**config.mk**
```make
export PLATFORM = sky130hd
export DESIGN_NAME = packet_injector
export DESIGN_NICKNAME = d
export VERILOG_FILES = /design/src/rtl/packet_injector.sv
export SDC_FILE = /design/constraint.sdc
export NUM_CORES = 1
export LEC_CHECK = 0
export ABC_AREA = 0
export BUFFER_PORTS_ARGS = -buffer_cell sky130_fd_sc_hd__clkbuf_2
export CAP_MARGIN = 5
export CORE_AREA = 2 2 97 99
export DETAILED_ROUTE_END_ITERATION = 12
export DIE_AREA = 0 0 99 101
export PLACE_DENSITY = 0.7
export SLEW_MARGIN = 0
export SYNTH_ARGS = -nofsm -noshare
export SYNTH_HDL_FRONTEND = slang
export SYNTH_SLANG_ARGS = --single-unit
```
**constraint.sdc**
```tcl
create_clock -name clk -period 4 [get_ports clk]
set_input_delay 0.8 -clock clk [delete_from_list [all_inputs] [get_ports clk]]
set_output_delay 0.8 -clock clk [all_outputs]
set_load 0.02 [all_outputs]
```
**src/rtl/packet_injector.sv**
```systemverilog
// Turns a packet descriptor plus a stream of payload words into HEAD/BODY/TAIL flits for one downstream VC.
// Flit layout is {label[1:0], vc_id, data}. Define INJECTOR_STATS_EN to add the flit and packet counters.
module packet_injector #(
    parameter int MAX_PKT_LEN = 8,
    parameter int LEN_W       = 4,
    parameter int VC_NUM      = 4,
    parameter int VC_SIZE     = 2,
    parameter int DATA_W      = 32
) (
    input  logic                        clk,
    input  logic                        rst,
    input  logic                        pkt_valid_i,
    input  logic [LEN_W-1:0]            pkt_len_i,
    input  logic [VC_SIZE-1:0]          pkt_vc_i,
    input  logic [DATA_W-1:0]           pkt_head_data_i,
    output logic                        pkt_ready_o,
    input  logic                        payload_valid_i,
    input  logic [DATA_W-1:0]           payload_i,
    output logic                        payload_ready_o,
    input  logic [VC_NUM-1:0]           on_off_i,
    output logic                        valid_flit_o,
    output logic [DATA_W+VC_SIZE+1:0]   data_o,
    output logic                        busy_o,
    output logic                        error_o
`ifdef INJECTOR_STATS_EN
    ,
    output logic [15:0]                 flits_sent_o,
    output logic [15:0]                 packets_sent_o
`endif
);

    localparam logic [1:0] S_IDLE = 2'd0;
    localparam logic [1:0] S_HEAD = 2'd1;
    localparam logic [1:0] S_BODY = 2'd2;

    // The label MSB marks the last flit of a packet.
    localparam logic [1:0] LBL_HEAD     = 2'b00;
    localparam logic [1:0] LBL_BODY     = 2'b01;
    localparam logic [1:0] LBL_TAIL     = 2'b10;
    localparam logic [1:0] LBL_HEADTAIL = 2'b11;

    localparam int FLIT_W = DATA_W + VC_SIZE + 2;

    logic [1:0]         state_q, state_d;
    logic [LEN_W-1:0]   len_q, len_d;
    logic [LEN_W-1:0]   rem_q, rem_d;
    logic [VC_SIZE-1:0] vc_q, vc_d;
    logic [DATA_W-1:0]  head_q, head_d;
    logic               valid_q, valid_d;
    logic [FLIT_W-1:0]  data_q, data_d;
    logic               err_q, err_d;
    logic               vc_on;
    logic               len_bad;

    assign vc_on   = on_off_i[vc_q];
    assign len_bad = (pkt_len_i == '0) || (pkt_len_i > LEN_W'(MAX_PKT_LEN));

    always_comb begin
        state_d = state_q;
        len_d   = len_q;
        rem_d   = rem_q;
        vc_d    = vc_q;
        head_d  = head_q;
        valid_d = 1'b0;
        data_d  = data_q;
        err_d   = 1'b0;
        case (state_q)
            S_IDLE: begin
                if (pkt_valid_i) begin
                    if (len_bad) begin
                        err_d = 1'b1;
                    end else begin
                        len_d   = pkt_len_i;
                        rem_d   = pkt_len_i;
                        vc_d    = pkt_vc_i;
                        head_d  = pkt_head_data_i;
                        state_d = S_HEAD;
                    end
                end
            end
            S_HEAD: begin
                if (vc_on) begin
                    valid_d = 1'b1;
                    if (len_q == LEN_W'(1)) begin
                        data_d  = {LBL_HEADTAIL, vc_q, head_q};
                        rem_d   = '0;
                        state_d = S_IDLE;
                    end else begin
                        data_d  = {LBL_HEAD, vc_q, head_q};
                        rem_d   = len_q - LEN_W'(1);
                        state_d = S_BODY;
                    end
                end
            end
            S_BODY: begin
                if (vc_on && payload_valid_i) begin
                    valid_d = 1'b1;
                    rem_d   = rem_q - LEN_W'(1);
                    if (rem_q == LEN_W'(1)) begin
                        data_d  = {LBL_TAIL, vc_q, payload_i};
                        state_d = S_IDLE;
                    end else begin
                        data_d  = {LBL_BODY, vc_q, payload_i};
                    end
                end
            end
            default: begin
                state_d = S_IDLE;
            end
        endcase
    end

    always_ff @(posedge clk or posedge rst) begin
        if (rst) begin
            state_q <= S_IDLE;
            len_q   <= '0;
            rem_q   <= '0;
            vc_q    <= '0;
            head_q  <= '0;
            valid_q <= 1'b0;
            data_q  <= '0;
            err_q   <= 1'b0;
        end else begin
            state_q <= state_d;
            len_q   <= len_d;
            rem_q   <= rem_d;
            vc_q    <= vc_d;
            head_q  <= head_d;
            valid_q <= valid_d;
            data_q  <= data_d;
            err_q   <= err_d;
        end
    end

    assign pkt_ready_o     = (state_q == S_IDLE);
    assign payload_ready_o = (state_q == S_BODY) && vc_on;
    assign busy_o          = (state_q != S_IDLE);
    assign valid_flit_o    = valid_q;
    assign data_o          = data_q;
    assign error_o         = err_q;

`ifdef INJECTOR_STATS_EN
    logic [15:0] flits_q;
    logic [15:0] pkts_q;

    // Counted on the emit decision so the totals line up with the flit on data_o.
    always_ff @(posedge clk or posedge rst) begin
        if (rst) begin
            flits_q <= '0;
            pkts_q  <= '0;
        end else if (valid_d) begin
            flits_q <= flits_q + 16'd1;
            if (data_d[FLIT_W-1]) begin
                pkts_q <= pkts_q + 16'd1;
            end
        end
    end

    assign flits_sent_o   = flits_q;
    assign packets_sent_o = pkts_q;
`endif

endmodule
```
==> results of run 1 <==
[registers in the layout (all words and copies together), names as in the netlist]
| signal | flops |
|---|---|
| data_o | 36 |
| error_o | 1 |
| head_q | 32 |
| len_q | 4 |
| rem_q | 4 |
| state_q | 2 |
| valid_flit_o | 1 |
| vc_q | 2 |
[power by group through the flow]
stage	Clock [mW]	Combinational (mW)	Sequential [mW]
finish	0.762	2.02	1.51
global route	0.807	2.25	1.57
CTS	0.777	2.04	1.51
detailed placement	0	2.04	1.52
global placement	0	1.99	1.50
floorplan	0	1.30	1.67
[logic make-up (layout without fill, tap and decap cells)]
group	count (synthesis)	in the layout	share of synthesized area (%)
AOI/OAI and AO/OA	83	83	11.7
DFF	82	82	52.6
muxes	81	81	24.5
buffers and inverters	31	147	4.10
and+or+nand+nor	30	30	4.17
adders and majority gates	8	8	2.56
xor gates and xnor gates	2	2	0.449
[worst max-delay path by stage]
stage / cells past startpoint / slack [ps] / to / from
6_report: 7 / 1360 / data_o[33] / state_q[0]
5_1_grt: 7 / 1150 / data_o[32] / state_q[0]
4_1_cts: 4 / 1340 / payload_ready_o / state_q[0]
3_5_place_dp: 6 / 1300 / data_o[32] / on_off_i[2]
3_3_place_gp: 6 / 1350 / data_o[34] / on_off_i[3]
2_1_floorplan: 1 / 1090 / data_o[0] / rst
[per-layer routing]
metal / track usage [%] / share of wire, %
met5: 0 / 0
met4: 5.80 / 1.4
met3: 3.95 / 4.9
met2: 30.9 / 49
met1: 24.6 / 44
[worst max-delay path, cell delays in order (launching register included)]
cell	delay, ps
dfrtp_1	410
inv_1	120
ha_2	580
inv_1	190
a22oi_2	210
nand2b_1	280
buf_4	340
mux2_2	370
[cell usage in the layout (no fill, tap or decap), drive strengths merged]
master	instances
ha	8
or3	1
bufinv	4
clkinv	2
nor3	3
a221oi	3
dfrtp	82
o221ai	2
nor2	7
a22oi	1
nand2	5
and2	2
xor2	2
buf	4
and3	1
nor3b	3
mux4	1
nand2b	5
nor2b	1
or4	1
a21oi	3
mux2i	34
clkbuf	127
o21ai	66
a31oi	1
nand3	1
mux2	46
o31ai	7
inv	10
[metrics by stage]
step	area [um^2]	setup WS, ps	instances
6_report	4810	1360	544
5_1_grt	4810	1150	544
4_1_cts	4810	1340	544
3_5_place_dp	4550	1300	530
3_3_place_gp	4550	1350	530
2_1_floorplan	3900	1090	317
[area by class of cell]
cell class	count	share of cell area [%]
inverter	11	0.885
clock buffer	9	2.58
multi-input combinational	204	35.4
clock inverter	5	2.68
sequential	82	42.7
tap	111	2.89
timing repair buffer	122	12.9
==> results.txt, run 1 <==
outcome = finished, final reports clean
fin crit period = 2640 ps
fin crit share = 66.1%
clock sinks = 82
Worst Tran Pin Value = 1010 ps
total of warnings raised by yosys = 0
TNS Setup = 0 ps
RSZ-0062 raised after global routing = false
Synth Register Bits = 82
Cell Rows = 35
clock slew at reported path FFs = 90 ps
total chip power = 4.29 mW
total grt overflow = 0
ys async rst share = 100%
flop2flop setup slack = 1360 ps
vias = 2855
Pleak = 2.28 nW
start of the worst register-to-register path = state_q[0]
Gates resized, CTS repair = 0
hold endpoint = head_q[9]
top area cells in the synthesized netlist = dfrtp_1 53%, mux2i_1 8.7%, o21ai_0 8.5%, mux2_4 7.7%, mux2_2 7.5%
power density cells = 893 nW/um^2
DR iter-0 viols = 76
# setup viols final = 0
Distinct cells, synth = 31
largest net degree at the start of global routing = 60
CTS max path bufs = 2
CP arrival = 2860 ps
WL final = 8980 um
IO Count = 119
Slew HR = 32.8%
most common cell in the netlist = dfrtp_1
Ant. Diodes = 0
H-tree levels = 3
Worst Path Max Fanout = 30
Starting Density = 43.5%
routability-driven placement congestion ratio = 0.890
IO Port Bufs = 118
Avg Inst Size Synth = 12.3 um^2
initial antenna violation count = 0
DRC = 0
P_int = 2.59 mW
Hold Slack = 515 ps
fin nets = 516
Fin. Hold Viols = 0
Critical Path RT = 4220 ps
top cells by count, synth = 82 x dfrtp_1, 66 x o21ai_0, 34 x mux2i_1
type of element capturing the critical path = register
ys flop type = dfrtp_1
placed wire-length estimate = 6300 um
syn_nets = 403
first-pass GRT wire length = 14700 um
startpoint types = register
post-route ant nets = 0
Fillers = 800
die area = 10000 um^2
First-pass DRT Iterations = 4
Synth top area share = 52.6%
Slew Limit Fails = 0
DIE WIDTH = 99 um
worst r2r dst = data_o[33]
Max Clk Rate = 378 MHz
CTS tree = yes
hold buffer count at cts = 0
largest area contributor in the netlist = dfrtp_1
Psw = 1.70 mW
Multi-input gate area = 1700 um^2
share of layout cells above drive strength 1 = 43.2%
sequential area share after synthesis = 52.6%
Avg WL per Cell = 16.5 um
worst skew pair latency = 340 ps
R2R cell count = 7
switch share = 39.6%
Combinational Power Share = 47.2%
Reg power frac = 35.1%
Setup CP Type = reg2reg
Core Region = 8980 um^2
Die Ht = 101 um
Cells after Synth = 317
Peak VDD IR = 0.000351 V
worst hold start = head_q[9]
Max Cap Viol = 0
Final Core Density = 53.5%
vias per cell = 5.25
Hold Crit Depth = 1
number of global-route vias before repair = 2991
sequential cell area = 2050 um^2
Clk pwr share = 17.8%
area delta synth->final = 23.1%
worst hold-check path type = reg2reg
Setup Fix Bufs, Post-CTS = 0
EDFF count, synth = 0
cts bufs inserted = 9
skew final = 12.8 ps
total routing usage reported by global routing = 18.6%
CTS root buffer = clkbuf_8
Mapped Area = 3900 um^2
(Power assumes the default switching activity.)
==> run 2: changes to the inputs <==
Settings changed: PLACE_DENSITY 0.7 to 0.72.
Clock period 4 ns to 2.4 ns, I/O delays scaled along.
==> results.txt, run 2 (synthesis results as in run 1) <==
Fillers = 783 (was 800)
Setup CP Type = reg2out (was reg2reg)
vias per cell = 5.17 (was 5.25)
IO Port Bufs = 118 (unchanged)
post-route ant nets = 0 (unchanged)
Worst Setup EP = payload_ready_o (was data_o[33])
CTS max path bufs = 2 (unchanged)
fin crit share = 93.0%
total grt overflow = 0 (unchanged)
fin nets = 523 (was 516)
clock sinks = 82 (unchanged)
start of the worst register-to-register path = vc_q[0] (was state_q[0])
DRC = 0 (unchanged)
DR iter-0 viols = 50 (was 76)
Critical Path RT = 1920 ps (was 4220 ps)
Buf/Inv on CP = 1 (was 3)
DIE WIDTH = 99 um (unchanged)
number of global-route vias before repair = 2976 (was 2991)
Gates resized, CTS repair = 0 (unchanged)
outcome = finished, final reports clean (unchanged)
commonest non-fill, non-tap cell in the layout = clkbuf_2 (unchanged)
Hold Slack = 137 ps (was 515 ps)
placed wire-length estimate = 6670 um (was 6300 um)
CTS tree = yes (unchanged)
Worst Path Max Fanout = 5 (was 30)
largest net degree at the start of global routing = 39 (was 60)
Critical Path Stages = 3 (was 7)
startpoint types = register (unchanged)
max reg flops = 36 (unchanged)
WL final = 9210 um (was 8980 um)
Ant. Diodes = 0 (unchanged)
CTS root buffer = clkbuf_8 (unchanged)
Multi-input gate area = 1700 um^2 (unchanged)
die area = 10000 um^2 (unchanged)
Worst Tran Pin Value = 646 ps (was 1010 ps)
clock slew at reported path FFs = 90 ps (about the same)
crit-path leading delay family = multiplexers (was buffers and inverters)
TNS Setup = 0 ps (unchanged)
area delta synth->final = 23.5% (was 23.1%)
First-pass DRT Iterations = 4 (unchanged)
IO Count = 119 (unchanged)
Die Ht = 101 um (unchanged)
Avg WL per Cell = 16.7 um (was 16.5 um)
total routing usage reported by global routing = 19.3% (was 18.6%)
hold buffer count at cts = 0 (unchanged)
vias = 2858 (was 2855)
R2R cell count = 5 (was 7)
routability-driven placement congestion ratio = 0.798 (was 0.890)
Cell Rows = 35 (unchanged)
flop2flop setup slack = 290 ps (was 1360 ps)
worst hold-check path type = in2async (was reg2reg)
Core Region = 8980 um^2 (unchanged)
Slew Limit Fails = 0 (unchanged)
power density cells = 1460 nW/um^2 (was 893 nW/um^2)
Max Cap Viol = 0 (unchanged)
type of element capturing the critical path = primary output (was register)
first-pass GRT wire length = 14900 um (was 14700 um)
CP arrival = 1750 ps (was 2860 ps)
CP peak stage delay = 600 ps (was 580 ps)
Setup Fix Bufs, Post-CTS = 0 (unchanged)
share of layout cells above drive strength 1 = 44.3% (was 43.2%)
Slowest-stage cell, CP = mux4_2 (was ha_2)
cts bufs inserted = 9 (unchanged)
# setup viols final = 0 (unchanged)
RSZ-0062 raised after global routing = false (unchanged)
Peak VDD IR = 0.000558 V (was 0.000351 V)
Max Clk Rate = 448 MHz
most frequent cells in the layout = 118 x clkbuf_2, 82 x dfrtp_1, 66 x o21ai_0 (unchanged)
worst skew pair latency = 350 ps (was 340 ps)
initial antenna violation count = 0 (unchanged)
worst r2r dst = data_o[3] (was data_o[33])
Pleak = 2.29 nW (was 2.28 nW)
skew final = 8.75 ps (was 12.8 ps)
sequential cell area = 2050 um^2 (unchanged)
critical path startpoint = vc_q[0] (was state_q[0])
Slew HR = 56.9% (was 32.8%)
crit path cell chain = mux4_2, and2_1, clkbuf_2 (was inv_1, ha_2, inv_1, a22oi_2, nand2b_1, buf_4, mux2_2)
fin crit period = 2230 ps
Non-Filler Instances = 553 (was 544)
Starting Density = 43.5% (unchanged)
H-tree levels = 3 (unchanged)
Placed Instances = 537 (was 530)
Fin. Hold Viols = 0 (unchanged)
[run 2: cell types whose count changed in the layout (fill, tap and decap cells not counted)]
cell,delta
bufinv_16,-3
inv_6,+1
buf_4,+6
clkinv_4,+2
clkinvlp_4,+2
buf_12,+1
[run 2: per-stage QoR]
step	area (um^2)	util, %	power [mW]	worst slack, ps
after floorplan	3910	-	4.96	356
after global placement	4620	51.5	5.92	201
after detailed placement	4620	51.5	6.08	174
after CTS	4820	53.7	7.11	142
after global routing	4820	53.7	7.56	58.0
final	4820	53.7	7.03	169
[run 2: metal layers]
metal  global-route usage, %  part of all wire (%)  vias to the layer above
li1                        -                     -                     1380
met1                    25.1                    44                     1392
met2                    32.2                    50                       75
met3                    3.74                   4.3                       11
met4                    7.17                   1.4                        0
met5                       0                     0                        -
[run 2: power breakdown]
part / total, mW / internal, mW / leakage, nW / switching (mW)
registers: 2.52 / 2.09 / 0.999 / 0.426
clock network: 1.01 / 0.488 / 0.0998 / 0.518
logic: 3.51 / 1.52 / 1.19 / 1.99
[run 2: worst min path at each step]
| stage | end | depth (start not counted) |
|---|---|---|
| after detailed placement | head_q[28] | 1 |
| after CTS | data_o[21] | 2 |
| after global routing | data_o[21] | 2 |
| after floorplan | head_q[10] | 1 |
| final | data_o[21] | 2 |
| after global placement | data_o[0] | 2 |
[run 2: final cells by class]
class / instances / share of cell area [%]
inverters: 11 / 0.934
flip-flops and latches: 82 / 42.6
repair buffers: 129 / 14.2
well taps: 111 / 2.88
clock buffers: 9 / 2.57
clock inverters: 7 / 1.61
multi-input cells: 204 / 35.2
